[src/rtl/pipeline_ctrl.sv]
// pipeline_ctrl: central stall/flush scheduler for the 5-stage core (F,D,E,M,W).
// Arbitrates decode load-use, execute divider and AXI ibus/dbus waits, and
// sequences exception/ERET redirects so they wait for any in-flight fetch.
//
// Ports:
//   clk, rst                 core clock (rising edge), async active-low reset
//   stall_reqD_load          load-use hazard from decode
//   stall_reqE_div           divider busy in execute
//   ibus_busy, dbus_busy     instruction / data AXI transaction outstanding
//   exc_valid, exc_pc        exception/ERET commit from CP0 and its target PC
//   stallF..stallW           hold the pipeline register of that stage (combinational)
//   flushD..flushW           clear the pipeline register of that stage (combinational)
//   redirect_valid/_pc       registered one-cycle redirect strobe and target
//   stall_cnt                wrapping count of cycles with stallF=1
module pipeline_ctrl #(
    parameter int unsigned PC_W  = 32,
    parameter int unsigned CNT_W = 32
) (
    input  logic             clk,
    input  logic             rst,
    input  logic             stall_reqD_load,
    input  logic             stall_reqE_div,
    input  logic             ibus_busy,
    input  logic             dbus_busy,
    input  logic             exc_valid,
    input  logic [PC_W-1:0]  exc_pc,
    output logic             stallF,
    output logic             stallD,
    output logic             stallE,
    output logic             stallM,
    output logic             stallW,
    output logic             flushD,
    output logic             flushE,
    output logic             flushM,
    output logic             flushW,
    output logic             redirect_valid,
    output logic [PC_W-1:0]  redirect_pc,
    output logic [CNT_W-1:0] stall_cnt
);

    typedef enum logic [1:0] {
        RUN      = 2'd0,
        EXC_WAIT = 2'd1,
        REDIRECT = 2'd2
    } state_t;

    state_t            state_q;
    state_t            state_d;
    logic [PC_W-1:0]   pc_latch_q;
    logic [PC_W-1:0]   pc_latch_d;

    // Next-state and stall/flush decode; only the highest-priority request applies.
    always_comb begin
        state_d    = state_q;
        pc_latch_d = pc_latch_q;
        stallF = 1'b0; stallD = 1'b0; stallE = 1'b0; stallM = 1'b0; stallW = 1'b0;
        flushD = 1'b0; flushE = 1'b0; flushM = 1'b0; flushW = 1'b0;

        case (state_q)
            RUN: begin
                if (exc_valid && !dbus_busy) begin
                    flushD     = 1'b1;
                    flushE     = 1'b1;
                    flushM     = 1'b1;
                    pc_latch_d = exc_pc;
                    state_d    = ibus_busy ? EXC_WAIT : REDIRECT;
                end else if (dbus_busy) begin
                    // Exception stays deferred until the data transaction drains.
                    stallF = 1'b1; stallD = 1'b1; stallE = 1'b1; stallM = 1'b1;
                    flushW = 1'b1;
                end else if (stall_reqE_div) begin
                    stallF = 1'b1; stallD = 1'b1; stallE = 1'b1;
                    flushM = 1'b1;
                end else if (stall_reqD_load) begin
                    stallF = 1'b1; stallD = 1'b1;
                    flushE = 1'b1;
                end else if (ibus_busy) begin
                    stallF = 1'b1;
                    flushD = 1'b1;
                end
            end
            EXC_WAIT: begin
                // The fetch still in flight is discarded through flushD.
                stallF = 1'b1;
                flushD = 1'b1;
                if (!ibus_busy) begin
                    state_d = REDIRECT;
                end
            end
            REDIRECT: begin
                state_d = RUN;
            end
            default: begin
                state_d = RUN;
            end
        endcase

        // Inputs may be active while reset is held; keep the pipeline controls quiet.
        if (!rst) begin
            stallF = 1'b0; stallD = 1'b0; stallE = 1'b0; stallM = 1'b0; stallW = 1'b0;
            flushD = 1'b0; flushE = 1'b0; flushM = 1'b0; flushW = 1'b0;
        end
    end

    // State, latched target, registered redirect and stall counter.
    always_ff @(posedge clk or negedge rst) begin
        if (!rst) begin
            state_q        <= RUN;
            pc_latch_q     <= '0;
            redirect_valid <= 1'b0;
            redirect_pc    <= '0;
            stall_cnt      <= '0;
        end else begin
            state_q        <= state_d;
            pc_latch_q     <= pc_latch_d;
            redirect_valid <= (state_d == REDIRECT);
            if (state_d == REDIRECT) begin
                redirect_pc <= pc_latch_d;
            end
            stall_cnt      <= stall_cnt + CNT_W'(stallF);
        end
    end

endmodule

[config.mk]
export PLATFORM = sky130hd
export DESIGN_NAME = pipeline_ctrl
export DESIGN_NICKNAME = d
export VERILOG_FILES = /design/src/rtl/pipeline_ctrl.sv
export SDC_FILE = /design/constraint.sdc
export NUM_CORES = 1
export LEC_CHECK = 0
export ABC_AREA = 1
export CORE_MARGIN = 10
export CORE_UTILIZATION = 49
export DETAILED_ROUTE_END_ITERATION = 10
export GPL_TIMING_DRIVEN = 0
export PLACE_DENSITY_LB_ADDON = 0.25
export SLEW_MARGIN = 20
export SYNTH_ARGS = -nofsm -noshare
export SYNTH_HDL_FRONTEND = slang
export SYNTH_SLANG_ARGS = --single-unit
[constraint.sdc]
create_clock -name clk -period 2 [get_ports clk]
set_input_delay 0.4 -clock clk [delete_from_list [all_inputs] [get_ports clk]]
set_output_delay 0.4 -clock clk [all_outputs]
set_load 0.01 [all_outputs]
==> results by group <==
Logic synthesis
  • Seq/Total Area, Yosys: 55.5%
  • Number of synthesized flops with an enable pin: 0
  • Synth area leader: dfrtp_1
  • Largest cells by area after synthesis: dfrtp_1 55%, nand2_1 22%, nand3_1 4.7%
  • Post-synth top area share: 55.5%
  • Net count after synthesis: 578
  • Gate Count Post-Synth: 537
  • Distinct cells, synth: 24
  • Combinational family with the most area after synthesis: simple AND/OR/NAND/NOR gates
  • Mean Syn Cell Area: 8.32 sq um
  • Flops & latches, synth: 99
  • Simple-Gate Fraction of Synth Area: 34.7%
  • Compound-cell area share of the yosys netlist: 1.34%
  • Mux share of post-synthesis cell area: 0%
  • Xor/xnor share of the synthesized area: 2.94%
  • Most frequent cell after synthesis: nand2_1
  • Synth Cell Area: 0.00447 sq mm
  • Warnings, synthesis: 0
  • Post-Synth Adder-Cell Area: 0.560%
  • Prevailing post-synth register cell: dfrtp_1
  • Post-synth ARST share: 100%
  • Synth top cells by count: 261 x nand2_1, 99 x dfrtp_1, 47 x nor2_1

STA
  • Number of setup violations in the final report: 0
  • Final hold vios: 0
  • Setup Skew: 12.3 ps
  • Fin. max-slew vios: 0
  • Fmax: 518 MHz
  • Final period utilization: 96.4%
  • Slack of the critical path: 71.1 ps
  • Minimum clock period: 1930 ps

Global route
  • Congestion Overflow GR: 0
  • Largest net degree at the start of global routing: 35
  • Initial antenna violation count: 0
  • Total GRT Usage: 18.3%
  • Vias in the first global route: 3974
  • First-pass GRT wire length: 19.5 mm

Pwr
  • Leakage: 0.00308 uW
  • Peak VDD IR: 574 uV
  • Tot Pwr: 5640 uW
  • P per Cell Area: 901 mW/mm^2

Finish
  • Final Util: 71.2%
  • Antenna cell count: 0
  • Final Non-Filler Cells: 790
  • Layout cells sized above 1: 13.5%
  • Fillers: 685
  • Multi-input logic area: 0.00185 sq mm
  • FF/Latch Area: 0.00248 sq mm
  • Synth-to-layout area growth: 40.3%
  • Fin nets: 719

Place
  • Setup WS pre-CTS: -767 ps
  • Routability cong.: 0.846
  • IO buf count: 111
  • Placed cells: 757
  • DP HPWL: 8.37 mm

Clocking
  • Clock Path Buffers: 2
  • Clock transition at path regs: 100 ps
  • Num CTS Buffers: 9
  • Worst skew pair latency: 370 ps
  • CTS root buf: clkbuf_8
  • H-tree depth: 3
  • Clock sink count: 99
  • CTS tree: done

Worst setup path
  • Crit Path Category: primary input to output port
  • Most used cell, CP: dlygate4sd2_1
  • CP peak stage delay: 290 ps
  • R2R Path Start: state_q[1]
  • Worst endpoint required time: 1600 ps
  • Crit path max fanout: 3
  • R2R cell count: 12
  • Arr. time, crit path: 1530 ps
  • CP Launch Type: primary input
  • Crit path max-delay cell type: dlygate4sd2_1
  • R2R Setup Slk: 120 ps
  • CP cell instances: dlygate4sd2_1 > nor3_2 > nand2_1 > a21oi_2 > nor2_4 > dlygate4sd2_1
  • FF-to-FF End: stall_cnt[22]
  • Critical path capture point type: output port

Die
  • Io pins: 113
  • Placement row count: 34
  • Die width: 115 um
  • Initial Utilization: 50.7%
  • DIE AREA: 0.0133 sq mm
  • Die Ht: 115 um
  • CORE AREA: 0.00881 sq mm

Drt
  • Antenna-violating nets left: 0
  • Vias: 3938
  • Detailed-router iteration count before antenna repair: 4
  • WL/cell: 15.1 um
  • Iter 0 DRT Violations: 150
  • Final wirelength: 11.9 mm
  • DRC errors left: 0
  • DR vias/cell: 4.98

Run status
  • Run status: complete, no violations

Job
  • # Max-Cap Violations: 0

Worst hold path
  • Hold Crit Class: primary input to asynchronous set/reset pin
==> power by group <==
part           total, uW  internal (uW)  leakage, uW  switching [uW]
Combinational       1420            739      0.00167             683
Clock               1660            955     0.000126             707
Sequential          2560           2360      0.00128             201
==> critical path, delay by kind of cell <==
kind                   cells  cell delay, ps
AND/OR/NAND/NOR            3             390
AO/OA/AOI/OAI              1             170
buffers and inverters      2             560
==> cell families after synthesis <==
logic type	Yosys count
adders and majority gates	2
buffers and inverters	42
and+or+nand+nor	372
AOI/OAI and AO/OA	6
other	1
xor gates and xnor gates	15
DFF	99
==> cell usage in the layout, fill, tap and decap left out, types with 2 or more instances in the layout <==
cell type	Yosys	final
nand2_1	261	257
buf_6	3	4
nand2_2	4	6
nor3_2	0	2
clkbuf_8	0	9
clkdlybuf4s50_1	0	97
dlymetal6s2s_1	0	2
nand3_1	42	42
xor2_1	10	10
xnor2_1	5	5
clkbuf_2	0	3
buf_2	6	7
inv_2	1	3
nor2_1	47	42
dlygate4sd2_1	0	4
nor2_4	7	11
dfrtp_1	99	98
bufinv_16	0	4
buf_4	8	23
inv_1	23	21
buf_12	0	3
nand3b_1	7	7
nand2_4	1	3
==> layer usage <==
metal	wire, um	GRT usage (%)	vias to the layer above	part of all wire [%]
met1	5130	22.8	1876	43
met2	5690	29.0	109	48
li1	-	-	1939	-
met3	956	6.51	14	8.0
met4	144	6.17	0	1.2
met5	0	0	-	0
==> state kept, by name, summed over array words and instances, names as in the netlist <==
register and count:
pc_latch_q 32, redirect_pc 32, redirect_valid 1, stall_cnt 32, state_q 2
==> final cells by class <==
type	instances	area share (%)
plain buffers	17	2.08
clock buffers	9	1.98
clock inverters	6	2.18
inverters	25	1.58
multi-input cells	396	29.5
flip-flops and latches	99	39.5
well taps	108	2.16
repair buffers	130	21.0
==> worst max-delay path by stage <==
stage                         start       endpoint  slack [ps]  cells after the start
floorplan                state_q[1]  stall_cnt[20]          40                     12
global placement                rst  stall_cnt[18]       -4060                     12
detailed placement              rst  stall_cnt[20]        -770                     13
CTS                 stall_reqD_load  stall_cnt[12]         -40                     12
global route             state_q[1]         flushD         -20                      5
finish                    dbus_busy         stallF          70                      6
==> per-stage QoR <==
step / hold slack (ps) / setup TNS, ps / instance area [sq um]
6_report: 64.4 / 0 / 6270
5_1_grt: 72.4 / -24.5 / 6270
4_1_cts: 60.7 / -95.3 / 6190
3_5_place_dp: 317 / -19100 / 5740
3_3_place_gp: 451 / -472940 / 5720
2_1_floorplan: 104 / 0 / 4470
==> what timing repair did <==
action,in CTS,in global routing
hold buffers,3,0
hold endpoints to repair,34,0
resized for setup,45,14
gates cloned,1,0
setup endpoints to repair,32,26
pin swaps,11,10
setup buffers,5,9
Power figures use the tool's default switching activity.
